## config.mk

```make
export PLATFORM = sky130hd
export DESIGN_NAME = gp_regfile
export DESIGN_NICKNAME = d
export VERILOG_FILES = /design/src/rtl/vr16_pkg.sv /design/src/rtl/gp_scoreboard.sv /design/src/rtl/gp_regfile.sv
export SDC_FILE = /design/constraint.sdc
export NUM_CORES = 1
export LEC_CHECK = 0
export BUFFER_PORTS_ARGS = -buffer_cell sky130_fd_sc_hd__buf_4
export CAP_MARGIN = 20
export CORE_MARGIN = 5
export CORE_UTILIZATION = 50
export DETAILED_ROUTE_END_ITERATION = 10
export GPL_TIMING_DRIVEN = 0
export PLACE_DENSITY = 0.79
export SYNTH_ARGS = -nofsm -noshare
export SYNTH_HDL_FRONTEND = slang
export SYNTH_SLANG_ARGS = --single-unit
```

## constraint.sdc

```tcl
create_clock -name clk -period 3.25 [get_ports clk]
set_input_delay 0.325 -clock clk [delete_from_list [all_inputs] [get_ports clk]]
set_output_delay 0.325 -clock clk [all_outputs]
set_load 0.01 [all_outputs]
```

## src/rtl/vr16_pkg.sv

```systemverilog
// Shared VR16 frontend definitions: default register-file geometry and the
// address/data types used by decode, issue and the ALU writeback path.
package vr16_pkg;

  localparam int VR16_DATA_WIDTH = 16;
  localparam int VR16_NUM_REGS   = 4;
  localparam int VR16_ADDR_WIDTH = $clog2(VR16_NUM_REGS);

  typedef logic [VR16_ADDR_WIDTH-1:0] reg_addr_t;
  typedef logic [VR16_DATA_WIDTH-1:0] reg_data_t;

endpackage

```

## src/rtl/gp_scoreboard.sv

```systemverilog
// Per-register busy scoreboard: issue reserves a destination, writeback clears it.
module gp_scoreboard
  import vr16_pkg::*;
#(
  parameter int NUM_REGS   = VR16_NUM_REGS,
  parameter int ADDR_WIDTH = $clog2(NUM_REGS),
  parameter int ZERO_REG   = 0
) (
  input  logic                  clk,
  input  logic                  rst_n,
  input  logic                  write_enable,
  input  logic [ADDR_WIDTH-1:0] write_addr,
  input  logic                  reserve_valid,
  input  logic [ADDR_WIDTH-1:0] reserve_addr,
  input  logic [ADDR_WIDTH-1:0] read_addr_a,
  input  logic [ADDR_WIDTH-1:0] read_addr_b,
  output logic                  busy_a,
  output logic                  busy_b,
  output logic                  reserve_ready
);

  logic [NUM_REGS-1:0] busy_q;
  logic [NUM_REGS-1:0] busy_d;
  logic                reserve_is_zero;

  assign reserve_is_zero = (ZERO_REG != 0) && (reserve_addr == '0);
  assign busy_a          = busy_q[read_addr_a];
  assign busy_b          = busy_q[read_addr_b];

  // Readiness uses the pre-clear busy state; clear first so a same-cycle reserve wins.
  always_comb begin
    reserve_ready = reserve_is_zero | ~busy_q[reserve_addr];
    busy_d        = busy_q;
    if (write_enable) begin
      busy_d[write_addr] = 1'b0;
    end
    if (reserve_valid && reserve_ready && !reserve_is_zero) begin
      busy_d[reserve_addr] = 1'b1;
    end
  end

  // Busy vector state.
  always_ff @(posedge clk or negedge rst_n) begin
    if (!rst_n) begin
      busy_q <= '0;
    end else begin
      busy_q <= busy_d;
    end
  end

endmodule

```

## src/rtl/gp_regfile.sv

```systemverilog
// Parametrised VR16 general-purpose register file with two combinational read
// ports, optional write bypass, optional hard-wired zero register and a busy
// scoreboard for read-after-write hazard tracking.
module gp_regfile
  import vr16_pkg::*;
#(
  parameter int DATA_WIDTH = VR16_DATA_WIDTH,
  parameter int NUM_REGS   = VR16_NUM_REGS,
  parameter int ADDR_WIDTH = $clog2(NUM_REGS),
  parameter int BYPASS     = 1,
  parameter int ZERO_REG   = 0
) (
  input  logic                           clk,
  input  logic                           reset,
  input  logic                           write_enable,
  input  logic [ADDR_WIDTH-1:0]          write_addr,
  input  logic [DATA_WIDTH-1:0]          write_data,
  input  logic [ADDR_WIDTH-1:0]          read_addr_a,
  input  logic [ADDR_WIDTH-1:0]          read_addr_b,
  output logic [DATA_WIDTH-1:0]          read_data_a,
  output logic [DATA_WIDTH-1:0]          read_data_b,
  output logic                           busy_a,
  output logic                           busy_b,
  input  logic                           reserve_valid,
  input  logic [ADDR_WIDTH-1:0]          reserve_addr,
  output logic                           reserve_ready,
  output logic                           write_done,
  output logic [NUM_REGS*DATA_WIDTH-1:0] regs_flat
);

  logic [DATA_WIDTH-1:0] regs_q [NUM_REGS];
  logic [DATA_WIDTH-1:0] regs_d [NUM_REGS];
  logic                  write_done_q;
  logic                  write_done_d;
  logic                  write_to_zero;
  logic                  bypass_live;

  assign write_to_zero = (ZERO_REG != 0) && (write_addr == '0);
  // Bypass is gated by reset so every read port shows 0 while reset is held.
  assign bypass_live   = (BYPASS != 0) && reset && write_enable;
  assign write_done    = write_done_q;

  // Next-state for storage; writes to the zero register are dropped.
  always_comb begin
    regs_d       = regs_q;
    write_done_d = write_enable;
    if (write_enable && !write_to_zero) begin
      regs_d[write_addr] = write_data;
    end
  end

  // Register storage and write acknowledgement.
  always_ff @(posedge clk or negedge reset) begin
    if (!reset) begin
      regs_q       <= '{default: '0};
      write_done_q <= 1'b0;
    end else begin
      regs_q       <= regs_d;
      write_done_q <= write_done_d;
    end
  end

  // Read ports: zero register overrides bypass, bypass overrides storage.
  always_comb begin
    read_data_a = regs_q[read_addr_a];
    read_data_b = regs_q[read_addr_b];
    if (bypass_live && (write_addr == read_addr_a)) begin
      read_data_a = write_data;
    end
    if (bypass_live && (write_addr == read_addr_b)) begin
      read_data_b = write_data;
    end
    if ((ZERO_REG != 0) && (read_addr_a == '0)) begin
      read_data_a = '0;
    end
    if ((ZERO_REG != 0) && (read_addr_b == '0)) begin
      read_data_b = '0;
    end
  end

  // Flattened debug view of every register.
  always_comb begin
    regs_flat = '0;
    for (int i = 0; i < NUM_REGS; i++) begin
      regs_flat[i*DATA_WIDTH +: DATA_WIDTH] = regs_q[i];
    end
  end

  gp_scoreboard #(
    .NUM_REGS   (NUM_REGS),
    .ADDR_WIDTH (ADDR_WIDTH),
    .ZERO_REG   (ZERO_REG)
  ) u_scoreboard (
    .clk           (clk),
    .rst_n         (reset),
    .write_enable  (write_enable),
    .write_addr    (write_addr),
    .reserve_valid (reserve_valid),
    .reserve_addr  (reserve_addr),
    .read_addr_a   (read_addr_a),
    .read_addr_b   (read_addr_b),
    .busy_a        (busy_a),
    .busy_b        (busy_b),
    .reserve_ready (reserve_ready)
  );

endmodule
```

==> impl_metrics.ini <==
[logic_synthesis]
yosysSeqAreaShare_pct = 43.37
syn-num-nets = 267
synth.distinct_cells = 25
synthTopCellsByArea = dfrtp_1, mux2_2, mux4_2
yosys_warnings = 0
synth_area_leader_cell = dfrtp_1
synthCells = 239
netlist.area_leader.share_pct = 43.37
syn-cell-area_um2 = 3981
synthArstFlopShare_pct = 100.0
avgSynthCellArea_um2 = 16.66
ys_seq_elements = 69
ys_dominant_reg_cell = dfrtp_1
synth_enable_flop_cells = 0

[timing]
max_slew_margin_pct = 39.74
skew_ns = 0
final_max_slew_viol_count = 0
fin_hold_ws_ns = 0.1317
period_share_pct = 82.68
tightestPinTransition_ns = 0.9039
setup_tns_ns = 0
final_hold_viol_count = 0
period_needed_ns = 2.687
rsz0062_at_grt = false
max_freq_ghz = 0.3722
finalSetupViolations = 0

[critical_path]
cp.required_ns = 2.92
cpMaxStageDelayCell = buf_4
setup.worst_path.start_class = input port
crit_top_cell = buf_4
crit_arrival_ns = 2.36
path_cells = buf_4 > nand2_4 > nor3_4 > buf_8 > mux2_2 > buf_4
rrSetupSlack_ns = 2.01
endpoint_kind = output pin
crit_fanout = 70
critPathKind = in2out
slowest_delay_ns = 0.68

[detailed_routing]
vias = 2682
firstDrtPassIters = 3
antenna_left = 0
drc = 0
drtIter0Drc = 46
routed_via_density = 5.623
totalWireLength_um = 10030
wl_per_cell_um = 21.02

[final_layout]
drive_gt1_share_pct = 77.07
nFillCells = 559
multi_input_area_um2 = 2107
area_delta_synth_final_pct = 31.36
register_area_um2 = 1727
nNetsFinal = 399
diodes = 0

[clocking]
holdBufCountCts = 0
cts_buffer_depth = 2
tritoncts = built
cts-resized-gates = 0
path_clk_slew_ns = 0.07
clkSinkCount = 69
cts_root_buf = clkbuf_8
cts_setup_buffers = 0
h-tree-depth = 3
cts_buffers = 9
clk_latency_ns = 0.33

[outcome]
outcome = finished, final reports clean

[power]
power_frac_seq_pct = 38.4
power.share.combinational_pct = 37.3
vdd_drop_max_uv = 318.6
p_sw_share_pct = 29.66
p_int_uw = 2186
p_leak_uw = 0.002320
switchingPower_uw = 921.8
powerDensity_nw_per_um2 = 594.1
power_frac_clock_pct = 24.3

[global_routing]
grt_pass1_wl_um = 16070
antenna_found_initial = 0
grt_max_degree = 71
overflow = 0
track_usage_pct = 21.06
first_global_vias = 2919

[floorplanning]
start_util_pct = 51.52
core_um2 = 7727
dieWidth_um = 99.24
ioPinCount = 128
row_count = 32
die_area_um2 = 9848
die_y_um = 99.24

[flow_run]
drv_cap = 0

[place]
dp_hpwl_um = 7132
routabilityCongestion = 0.8044
portBuffers = 121

[hold_path]
hold_path.class = in2async
-- placed cells by master (no fill, tap or decap), types with 2 or more instances in the layout --
cell type  Yosys  final
clkbuf_8       0     10
mux2_4        11     11
xor2_1         3      3
nand2_1        2      2
mux2_2        84     84
buf_2          6      6
nor3_4         2      2
dfrtp_1       69     69
mux4_2        35     35
buf_4          0    121
nand3b_2       2      2
buf_6          6      6
inv_1          2      2
bufinv_16      0      2
clkinv_2       0      3
o21ai_0        3      3
clkbuf_1       2      2
-- flip-flops by register name (all words and copies together), names as in the netlist --
name / flops
write_done: 1
u_scoreboard.busy_q: 4
regs_flat: 64
-- critical path: cells and delay by family --
kind	cells	cell delay, ns
buf+inv	3	1.05
mux	1	0.36
simple gates	2	0.60
-- power groups by stage --
stage | clock network (µW) | logic, µW | registers [µW]
global placement | 0 | 1160 | 1200
floorplan | 0 | 561 | 1240
finish | 754 | 1160 | 1190
CTS | 769 | 1180 | 1190
detailed placement | 0 | 1170 | 1210
global route | 812 | 1240 | 1220
-- Yosys cell counts, types with 3 or more instances --
library cell,count
buf_6,6
xor2_1,3
o21ai_0,3
mux2_4,11
mux4_2,35
dfrtp_1,69
buf_2,6
mux2_2,84
-- per-stage QoR --
stage / worst slack [ns] / utilization, % / power [µW] / std cells / cell area, µm²
4_1_cts: 0.4874 / 67.68 / 3138 / 477 / 5230
3_3_place_gp: 0.5187 / 64.93 / 2354 / 462 / 5017
5_1_grt: 0.3559 / 67.68 / 3276 / 477 / 5230
3_5_place_dp: 0.4947 / 64.93 / 2380 / 462 / 5017
2_1_floorplan: 1.442 / - / 1797 / 239 / 3981
6_report: 0.5629 / 67.68 / 3107 / 477 / 5230
-- layer usage --
metal	vias up	part of all wire (%)	track usage (%)
li1	1196	-	-
met2	87	51	34.76
met5	-	0	0
met4	0	1.3	5.567
met3	12	6.2	5.259
met1	1387	41	27.98
-- final cells by class --
cell class,count,share of cell area (%)
inverters,2,0.1435
multi-input cells,152,40.29
clock buffers,10,2.632
well taps,102,2.440
clock inverters,5,1.435
flip-flops and latches,69,33.01
plain buffers,16,2.679
repair buffers,121,17.37
-- final timing paths --
check | from | end | depth (start not counted)
max in group asynchronous | reset | regs_flat[36] | 1
worst min-delay path | reset | regs_flat[13] | 1
min in group clk | write_enable | write_done | 1
worst min register to register | u_scoreboard.busy_q[2] | u_scoreboard.busy_q[2] | 1
worst max register to register | u_scoreboard.busy_q[0] | u_scoreboard.busy_q[0] | 2
worst max-delay path | reset | read_data_a[12] | 6
-- kinds of logic after synthesis --
| kind of cell | share of synthesized area [%] |
|---|---|
| AO/OA/AOI/OAI | 0.6284 |
| XOR/XNOR | 1.069 |
| buffers and inverters | 3.708 |
| flip-flops | 43.37 |
| multiplexers | 47.99 |
| AND/OR/NAND/NOR | 3.237 |
Note: power is estimated with default switching activity, not from simulation.
